$ cat config.mk
export PLATFORM = sky130hd
export DESIGN_NAME = spi_master_cfg
export DESIGN_NICKNAME = d
export VERILOG_FILES = /design/src/rtl/spi_master_cfg_pkg.sv /design/src/rtl/spi_clkgen.sv /design/src/rtl/spi_master_cfg.sv
export SDC_FILE = /design/constraint.sdc
export NUM_CORES = 1
export LEC_CHECK = 0
export CORE_MARGIN = 1
export CORE_UTILIZATION = 30
export CTS_BUF_LIST = sky130_fd_sc_hd__clkbuf_4
export DETAILED_ROUTE_END_ITERATION = 16
export GPL_ROUTABILITY_DRIVEN = 0
export PLACE_DENSITY = 0.43
export SLEW_MARGIN = 25
export SYNTH_ARGS = -nofsm -noshare
export SYNTH_HDL_FRONTEND = slang
export SYNTH_SLANG_ARGS = --single-unit
$ cat constraint.sdc
create_clock -name clk -period 6.4 [get_ports clk]
set_input_delay 1.28 -clock clk [delete_from_list [all_inputs] [get_ports clk]]
set_output_delay 1.28 -clock clk [all_outputs]
set_load 0.01 [all_outputs]
$ cat src/rtl/spi_master_cfg_pkg.sv
// Shared constants for the configurable SPI master: register map, CTRL bit
// positions, version word and controller state encodings.
package spi_master_cfg_pkg;

  localparam logic [2:0] ADDR_CTRL    = 3'd0;
  localparam logic [2:0] ADDR_DIV     = 3'd1;
  localparam logic [2:0] ADDR_SSEL    = 3'd2;
  localparam logic [2:0] ADDR_LEN     = 3'd3;
  localparam logic [2:0] ADDR_TX      = 3'd4;
  localparam logic [2:0] ADDR_RX      = 3'd5;
  localparam logic [2:0] ADDR_STATUS  = 3'd6;
  localparam logic [2:0] ADDR_VERSION = 3'd7;

  localparam int CTRL_CPHA  = 0;
  localparam int CTRL_CPOL  = 1;
  localparam int CTRL_LSB   = 2;
  localparam int CTRL_INTEN = 3;

  localparam logic [7:0] VERSION = 8'h21;

  typedef enum logic [1:0] {
    ST_IDLE  = 2'd0,
    ST_LEAD  = 2'd1,
    ST_XFER  = 2'd2,
    ST_TRAIL = 2'd3
  } spi_state_t;

endpackage

$ cat src/rtl/spi_clkgen.sv
// SPI clock generator: down-counting half-period timer, sclk toggle and
// leading/trailing edge strobes aligned with the clk edge that moves sclk.
module spi_clkgen #(
  parameter int DIV_W = 8
) (
  input  logic             clk,
  input  logic             rst_int,
  input  logic             run,
  input  logic             toggle,
  input  logic             cpol,
  input  logic [DIV_W-1:0] div,
  output logic             sclk,
  output logic             tick,
  output logic             lead_edge,
  output logic             trail_edge
);

  logic [DIV_W-1:0] cnt;

  assign tick       = run && (cnt == '0);
  assign lead_edge  = tick && toggle && (sclk == cpol);
  assign trail_edge = tick && toggle && (sclk != cpol);

  // While stopped the timer preloads so the first half-period is full length.
  always_ff @(posedge clk or posedge rst_int) begin
    if (rst_int) begin
      cnt  <= '0;
      sclk <= 1'b0;
    end else if (!run) begin
      cnt  <= div;
      sclk <= cpol;
    end else begin
      if (tick) cnt <= div;
      else      cnt <= cnt - 1'b1;
      if (tick && toggle) sclk <= ~sclk;
    end
  end

endmodule

$ cat src/rtl/spi_master_cfg.sv
// Register-configured SPI master: bus register file, frame FSM and shift
// registers; sclk timing comes from spi_clkgen.
//
//   state    | meaning
//   ST_IDLE  | no frame, ss released, waiting for TX write
//   ST_LEAD  | ss asserted, one half-period before first sclk edge
//   ST_XFER  | 2*(LEN+1) sclk edges, shift/sample on strobes
//   ST_TRAIL | sclk at CPOL, one half-period before ss release
module spi_master_cfg
  import spi_master_cfg_pkg::*;
#(
  parameter int DATA_W = 32,
  parameter int NSS    = 4,
  parameter int DIV_W  = 8
) (
  input  logic              clk,
  input  logic              rst_int,
  input  logic [DATA_W-1:0] data_in,
  output logic [DATA_W-1:0] data_out,
  input  logic [2:0]        address,
  input  logic              sel,
  input  logic              read,
  input  logic              write,
  output logic              interrupt,
  output logic              sclk,
  output logic [NSS-1:0]    ss,
  output logic              mosi,
  input  logic              miso
);

  localparam int LEN_W  = $clog2(DATA_W);
  localparam int ECNT_W = LEN_W + 1;
  localparam int SSEL_W = 8;
  localparam logic [DATA_W-1:0] LEN_MAX = DATA_W'(DATA_W - 1);
  localparam logic [LEN_W-1:0]  TOP_IDX = LEN_W'(DATA_W - 1);

  spi_state_t state_q, state_d;

  logic [3:0]        ctrl_q;
  logic [DIV_W-1:0]  div_q;
  logic [SSEL_W-1:0] ssel_q;
  logic [LEN_W-1:0]  len_q;
  logic [DATA_W-1:0] tx_q, rx_q, tx_sr, rx_sr;
  logic [ECNT_W-1:0] edge_cnt;
  logic              ready_q, ovr_q;

  logic wr_en, rd_en, wr_tx, rd_rx, busy, start, done;
  logic cpha, cpol, lsb_first, int_en, last_edge;
  logic run, toggle, tick, lead_edge, trail_edge;
  logic shift_ev, sample_ev;
  logic [LEN_W-1:0]  pad;
  logic [DATA_W-1:0] tx_align;

  function automatic logic [DATA_W-1:0] sr_next(input logic [DATA_W-1:0] v, input logic lsb);
    return lsb ? (v >> 1) : (v << 1);
  endfunction

  function automatic logic out_bit(input logic [DATA_W-1:0] v, input logic lsb);
    return lsb ? v[0] : v[DATA_W-1];
  endfunction

  assign wr_en     = sel && write;
  assign rd_en     = sel && read;
  assign wr_tx     = wr_en && (address == ADDR_TX);
  assign rd_rx     = rd_en && (address == ADDR_RX);
  assign busy      = (state_q != ST_IDLE);
  assign start     = wr_tx && !busy;
  assign cpha      = ctrl_q[CTRL_CPHA];
  assign cpol      = ctrl_q[CTRL_CPOL];
  assign lsb_first = ctrl_q[CTRL_LSB];
  assign int_en    = ctrl_q[CTRL_INTEN];
  assign last_edge = (edge_cnt == '0);
  assign interrupt = int_en && ready_q;

  // MSB-first frames are pre-aligned so bit LEN always leaves from the top.
  assign pad       = TOP_IDX - len_q;
  assign tx_align  = lsb_first ? data_in : (data_in << pad);

  assign shift_ev  = cpha ? lead_edge : (trail_edge && !last_edge);
  assign sample_ev = cpha ? trail_edge : lead_edge;

  assign ss = (busy && (ssel_q < SSEL_W'(NSS))) ? ~(NSS'(1) << ssel_q) : '1;

  spi_clkgen #(.DIV_W(DIV_W)) u_clkgen (
    .clk        (clk),
    .rst_int    (rst_int),
    .run        (run),
    .toggle     (toggle),
    .cpol       (cpol),
    .div        (div_q),
    .sclk       (sclk),
    .tick       (tick),
    .lead_edge  (lead_edge),
    .trail_edge (trail_edge)
  );

  always_ff @(posedge clk or posedge rst_int) begin
    if (rst_int) state_q <= ST_IDLE;
    else         state_q <= state_d;
  end

  always_comb begin
    state_d = state_q;
    run     = 1'b1;
    toggle  = 1'b0;
    done    = 1'b0;
    case (state_q)
      ST_IDLE: begin
        run = 1'b0;
        if (start) state_d = ST_LEAD;
      end
      ST_LEAD: begin
        if (tick) state_d = ST_XFER;
      end
      ST_XFER: begin
        toggle = 1'b1;
        if (tick && last_edge) state_d = ST_TRAIL;
      end
      ST_TRAIL: begin
        if (tick) begin
          state_d = ST_IDLE;
          done    = 1'b1;
        end
      end
      default: state_d = ST_IDLE;
    endcase
  end

  always_ff @(posedge clk or posedge rst_int) begin
    if (rst_int) begin
      ctrl_q   <= '0;
      div_q    <= '0;
      ssel_q   <= '0;
      len_q    <= TOP_IDX;
      tx_q     <= '0;
      rx_q     <= '0;
      tx_sr    <= '0;
      rx_sr    <= '0;
      edge_cnt <= '0;
      ready_q  <= 1'b0;
      ovr_q    <= 1'b0;
      mosi     <= 1'b0;
    end else begin
      if (wr_en && !busy) begin
        case (address)
          ADDR_CTRL: ctrl_q <= data_in[3:0];
          ADDR_DIV:  div_q  <= data_in[DIV_W-1:0];
          ADDR_SSEL: ssel_q <= data_in[SSEL_W-1:0];
          ADDR_LEN:  len_q  <= (data_in > LEN_MAX) ? TOP_IDX : data_in[LEN_W-1:0];
          default: ;
        endcase
      end

      if (rd_rx) begin
        ready_q <= 1'b0;
        ovr_q   <= 1'b0;
      end
      if (wr_tx && busy) ovr_q <= 1'b1;

      // CPHA=0 puts the first bit on mosi now; CPHA=1 waits for the first leading edge.
      if (start) begin
        tx_q     <= data_in;
        rx_sr    <= '0;
        edge_cnt <= {len_q, 1'b1};
        ready_q  <= 1'b0;
        if (cpha) begin
          tx_sr <= tx_align;
        end else begin
          tx_sr <= sr_next(tx_align, lsb_first);
          mosi  <= out_bit(tx_align, lsb_first);
        end
      end

      if ((state_q == ST_XFER) && tick && !last_edge) edge_cnt <= edge_cnt - 1'b1;

      if (shift_ev) begin
        mosi  <= out_bit(tx_sr, lsb_first);
        tx_sr <= sr_next(tx_sr, lsb_first);
      end

      if (sample_ev) begin
        if (lsb_first) rx_sr <= {miso, rx_sr[DATA_W-1:1]};
        else           rx_sr <= {rx_sr[DATA_W-2:0], miso};
      end

      if (done) begin
        ready_q <= 1'b1;
        mosi    <= 1'b0;
        rx_q    <= lsb_first ? (rx_sr >> pad) : rx_sr;
      end
    end
  end

  always_comb begin
    data_out = '0;
    if (rd_en) begin
      case (address)
        ADDR_CTRL:    data_out = DATA_W'(ctrl_q);
        ADDR_DIV:     data_out = DATA_W'(div_q);
        ADDR_SSEL:    data_out = DATA_W'(ssel_q);
        ADDR_LEN:     data_out = DATA_W'(len_q);
        ADDR_TX:      data_out = tx_q;
        ADDR_RX:      data_out = rx_q;
        ADDR_STATUS:  data_out = DATA_W'({ovr_q, busy, ready_q});
        ADDR_VERSION: data_out = DATA_W'(VERSION);
        default:      data_out = '0;
      endcase
    end
  end

endmodule
==> results of run 1 <==
==> kinds of logic (layout without fill, tap and decap cells) <==
group,after synthesis,count (layout),synth area share
and+or+nand+nor,524,524,0.178
AOI/OAI and AO/OA,402,402,0.199
muxes,230,230,0.227
DFF,173,173,0.325
buffers and inverters,171,158,0.0575
adders and majority gates,9,9,0.00843
xor gates and xnor gates,9,9,0.00590
other,0,1,0
==> cells in the mapped netlist (all sizes together), types with 6 or more instances <==
cell and n:
nor3 23, mux2i 117, a211oi 7, a32o 6, o221ai 13, mux2 63
o22a 7, nand3 77, buf 62, ha 9, nor2b 21, a22o 6
mux4 50, nand2b 15, clkbuf 89, a311oi 6, a311o 8, inv 18
a31oi 25, o21ai 110, nor4 12, o311ai 6, a221oi 12, a21oi 84
dfrtp 168, a21o 8, a22oi 37, nand2 204, nor2 128, o22ai 14
nor3b 8, o211ai 17, and2 7
==> layer usage <==
layer	share of wire	wire, um	track usage
met1	0.48	25300	0.354
met2	0.42	22100	0.335
met3	0.075	3910	0.0550
met4	0.022	1160	0.0747
met5	0	0	0
==> through the flow <==
step / hold WS, ns / util / setup slack, ns
4_1_cts: 0.504 / 0.340 / 1.16
5_1_grt: 0.534 / 0.340 / 1.00
6_report: 0.502 / 0.340 / 1.11
2_1_floorplan: 0.442 / - / 0.440
3_5_place_dp: 0.468 / 0.333 / 1.16
3_3_place_gp: 0.469 / 0.333 / 1.26
==> state kept, by name, indices dropped and copies added, names as in the netlist <==
| name | cells |
|---|---|
| ctrl_q | 4 |
| div_q | 8 |
| edge_cnt | 6 |
| len_q | 5 |
| mosi | 1 |
| ovr_q | 1 |
| ready_q | 1 |
| rx_q | 32 |
| rx_sr | 32 |
| ssel_q | 8 |
| state_q | 2 |
| tx_q | 32 |
| tx_sr | 32 |
| u_clkgen.cnt | 8 |
| u_clkgen.sclk | 1 |
==> tightest hold or removal path, cell delays in order (launching register included) <==
cell and delay (ns):
dfrtp_1 0.38, nand2_1 0.05, nand2_1 0.06
==> path summary, 6_finish.rpt <==
kind,slack [ns],to,start,depth (start not counted)
min reg2reg,0.50,tx_q[24],tx_q[24],2
min in group asynchronous,1.05,div_q[2],rst_int,2
max reg2reg,2.57,mosi,len_q[1],7
min,0.50,tx_q[24],tx_q[24],2
max in group asynchronous,4.28,ctrl_q[2],rst_int,3
max,1.11,data_out[2],address[2],6
==> cell usage in the layout, fill, tap and decap left out, types with 7 or more instances in the layout <==
cell type	n
nand2_1	203
dfrtp_1	167
nor2_1	128
mux2i_1	117
o21ai_0	106
a21oi_1	84
clkdlybuf4s50_1	79
nand3_1	77
mux2_2	63
mux4_2	44
a22oi_1	37
buf_4	26
a31oi_1	25
nor3_1	21
nor2b_1	19
clkbuf_4	18
o211ai_1	17
inv_1	16
nand2b_1	14
o22ai_1	14
o221ai_1	13
a221oi_1	12
nor4_1	12
ha_1	9
a311o_1	8
a21o_1	8
o22a_1	7
and2_1	7
a211oi_1	7
==> area by class of cell <==
class / instances / area [sq um]
Antenna cell: 1 / 2.50
Clock buffer: 18 / 135
Clock inverter: 14 / 178
Fill cell: 4567 / 28700
Inverter: 20 / 80.1
Multi-Input combinational cell: 1174 / 8300
Sequential cell: 173 / 4340
Tap cell: 585 / 732
Timing Repair Buffer: 106 / 1010
==> power breakdown <==
group	internal (W)	switching, W
combinational	0.0000856	0.000138
clock	0.000284	0.000456
sequential	0.00110	0.0000228
==> results.yml, run 1 <==
status:
  status: "finished, final reports clean"
final_layout:
  synthToLayoutAreaGrowth_pct: 10.7
  stdcell_area_sq_um: 14800
  drive_gt1_frac: 0.127
  final_cells: 2091
  layout.nets: 1542
clocking:
  post_cts_resized: 0
  cts-htree-levels: 4
  cts_setup_buffers: 0
  clkLatencyLatePin_ns: 0.68
  cts-root-buf: "clkbuf_4"
  holdBufCountCts: 0
  cts_tree: "done"
  clk_pin_slew_ns: 0.15
  clk_path_buf_depth: 2
  cts_buffers: 17
  clkSinkCount: 173
timing:
  max_freq_mhz: 189
  min_period_ns: 5.29
  slew_viol_final: 0
  period_share: 0.826
  finalSetupViolCount: 0
  tightest_slew_ns: 1.05
  fin_tns_setup_ns: 0
  rsz0062_at_grt: "no"
  hold_violations: 0
  fin_worst_skew_ns: 0.0285
  relSlewSlack: 0.300
die:
  die_area_sq_um: 45400
  pin_count: 80
  die_x_um: 213
  start_util: 0.307
  die_h_um: 213
  coreArea_sq_um: 43500
  num_rows: 76
grt:
  antenna_found_initial: 2
  grt_max_degree: 109
  grt_overflow: 0
  grtUsageTotal: 0.238
  grt_pass1_wl_um: 79300
  grt_pass1_vias: 11799
synth:
  ys_seq_area_frac: 0.325
  synth_top_cell_by_area: "dfrtp_1"
  syn-instance-count: 1518
  synth_edf_count: 0
  synthesis.nets: 1568
  synth_top_cell_area_share: 0.315
  synth_top_cells_by_area: "dfrtp_1, mux2i_1, mux4_2"
  ys_ff_latch: 173
  synth_cell_types: 79
  synth_warnings: 0
  synth_ff_type: "dfrtp_1"
  async_flop_share: 1.00
  syn_area_sq_um: 13400
  avgSynthCellArea_sq_um: 8.80
detailed_routing:
  drt_iter0_markers: 1222
  postRouteAntennaNets: 0
  wl_per_cell_um: 25.1
  viasPerCell: 5.86
  drc: 0
  vias: 12258
  firstDrtPassIters: 5
  routed_wl_um: 52500
critical_path:
  start_kind: "primary input"
  critPathCaptureType: "output port"
  crit_family: "buffers and inverters"
  crit_path_frequent_cell: "clkdlybuf4s50_1"
  cp.required_ns: 5.12
  critPathKind: "primary input to output port"
  crit_slowest_cell: "clkdlybuf4s50_1"
  worstPathArrival_ns: 4.01
  cp_cell_sequence: "clkdlybuf4s50_1, and3_1, buf_4, nand2_1, a311oi_1, clkdlybuf4s50_1"
  crit_path_max_incr_delay_ns: 1.01
  worstPathMaxFanout: 24
  cp_num_buf_inv: 3
power:
  power_leakage_nw: 6.09
  power_density_nw_per_um2: 141
  fin_total_pwr_w: 0.00209
  vdd_drop_max_mv: 0.0952
placement:
  place_inst: 2058
  post_dp_cell_area_sq_um: 14500
  io_buffer_count: 79
  dp_hpwl_um: 37200
run:
  maxCapViolCount: 0
hold_path:
  hp-class: "flip-flop to flip-flop"
No activity file was read; power rests on OpenSTA's default activity.
==> run 2, diff against run 1 <==
Settings changed: PLACE_DENSITY 0.43 to 0.45.
Clock period 6.4 ns to 4.6 ns, I/O delays scaled along.
==> results.yml, run 2 (synthesized netlist as in run 1, its figures left out) <==
status:
  status: "finished, final reports clean"
critical_path:
  crit_slowest_cell: "nor4_1"
  crit_path_max_incr_delay_ns: 0.51
  cp_cell_sequence: "inv_1, ha_1, or4_1, nor4_1, or3b_2, clkdlybuf4s50_1"
  worstPathMaxFanout: 4
  worstPathArrival_ns: 3.40
  crit_family: "simple AND/OR/NAND/NOR gates"
  cp.required_ns: 3.68
  critPathKind: "flip-flop to output port"
  ff2ff_path_depth: 7
  rr_startpoint: "len_q[0]"
  critPathCaptureType: "output port"
  start_kind: "flip-flop"
  r2r_end: "tx_sr[30]"
  reg2reg_slack_ns: 1.16
  cp_num_buf_inv: 2
hold_path:
  worst_hold_path.num_cells: 2
  hp-start: "tx_q[28]"
  hp-class: "flip-flop to flip-flop"
  whs_endpoint: "tx_q[28]"
placement:
  pre_cts_ws_ns: 0.435
  io_buffer_count: 79
  dp_hpwl_um: 37900
  post_dp_cell_area_sq_um: 14700
timing:
  tightest_slew_ns: 0.886
  worst_slack_ns: 0.279
  min_period_ns: 4.32
  rsz0062_at_grt: "no"
  relSlewSlack: 0.408
  fin_worst_skew_ns: 0.0350
  period_share: 0.939
  slew_viol_final: 0
  max_freq_mhz: 231
  hold_violations: 0
  fin_tns_setup_ns: 0
  whs_ns: 0.505
  finalSetupViolCount: 0
detailed_routing:
  wl_per_cell_um: 24.7
  routed_wl_um: 52400
  drt_iter0_markers: 1314
  vias: 12460
  viasPerCell: 5.89
  firstDrtPassIters: 5
  drc: 0
  postRouteAntennaNets: 0
die:
  start_util: 0.307
  num_rows: 76
  coreArea_sq_um: 43500
  pin_count: 80
  die_area_sq_um: 45400
  die_h_um: 213
  die_x_um: 213
final_layout:
  final_cell_mix: "nand2_1, dfrtp_1, nor2_1"
  stdcell_area_sq_um: 15000
  drive_gt1_frac: 0.141
  layout.nets: 1568
  synthToLayoutAreaGrowth_pct: 12.0
  final_common_cell: "nand2_1"
run:
  maxCapViolCount: 0
power:
  power_density_nw_per_um2: 186
  p_sw_w: 0.000884
  vdd_drop_max_mv: 0.134
  clock_power_share: 0.322
  p_int_w: 0.00190
  pwr-share-seq: 0.563
  combPwrFrac: 0.115
  p_sw_frac: 0.317
  power_leakage_nw: 6.21
  fin_total_pwr_w: 0.00278
clocking:
  cts_buffers: 17
  cts_tree: "done"
  cts-root-buf: "clkbuf_4"
  clk_pin_slew_ns: 0.16
  clkSinkCount: 173
  cts_setup_buffers: 0
  clk_path_buf_depth: 2
  clkLatencyLatePin_ns: 0.67
  holdBufCountCts: 0
  cts-htree-levels: 4
  post_cts_resized: 0
grt:
  grt_pass1_vias: 11644
  grt_pass1_wl_um: 78900
  grtUsageTotal: 0.235
  antenna_found_initial: 2
  grt_max_degree: 65
  grt_overflow: 0
==> run 2: worst reg2reg max path, delay by kind of cell, from the launching register on <==
kind	cells	cell delay, ns
AOI/OAI and AO/OA	4	1.38
buffers and inverters	1	0.55
DFF	1	0.92
and+or+nand+nor	2	0.47
==> run 2: worst max path at each step <==
stage	from	end	slack, ns	depth (start not counted)
after global placement	address[0]	data_out[5]	0.45	6
after CTS	state_q[0]	ss[0]	0.17	6
after floorplan	rst_int	ctrl_q[0]	1.47	1
after detailed placement	address[0]	data_out[5]	0.44	6
after global routing	state_q[0]	ss[0]	0.1	6
final	state_q[0]	ss[0]	0.28	6
==> run 2: routing by layer <==
layer,global-route usage,share of wire,vias up
li1,-,-,5647
met1,0.348,0.47,6222
met2,0.340,0.43,525
met3,0.0484,0.076,64
met4,0.0675,0.020,2
met5,0,0.00021,-
==> run 2: power groups by stage <==
stage          clock (W)  combinational (W)  sequential [W]
6_report        0.000895           0.000320         0.00157
5_1_grt         0.000978           0.000342         0.00157
4_1_cts         0.000926           0.000317         0.00157
3_5_place_dp           0           0.000315         0.00159
3_3_place_gp           0           0.000315         0.00159
2_1_floorplan          0           0.000178         0.00158
==> run 2: metrics by stage <==
step                      utilization  cells
after global placement          0.338   2084
after detailed placement        0.338   2084
after CTS                       0.344   2115
final                           0.344   2116
after floorplan                     -   1518
after global routing            0.344   2116
==> run 2: final cells by class <==
type / count / area (sq um)
fill: 4540 / 28500
antenna: 1 / 2.50
tap: 585 / 732
multi-input combinational: 1174 / 8300
clock buffer: 17 / 128
sequential: 173 / 4340
clock inverter: 14 / 133
timing repair buffer: 132 / 1240
inverter: 20 / 78.8
==> run 3, diff against run 2 <==
Settings changed: CTS_CLUSTER_DIAMETER set to 80, HOLD_SLACK_MARGIN set to 0.1.
==> results of run 3 <==
The final DEF is identical to that of run 2; final timing and power are the same.
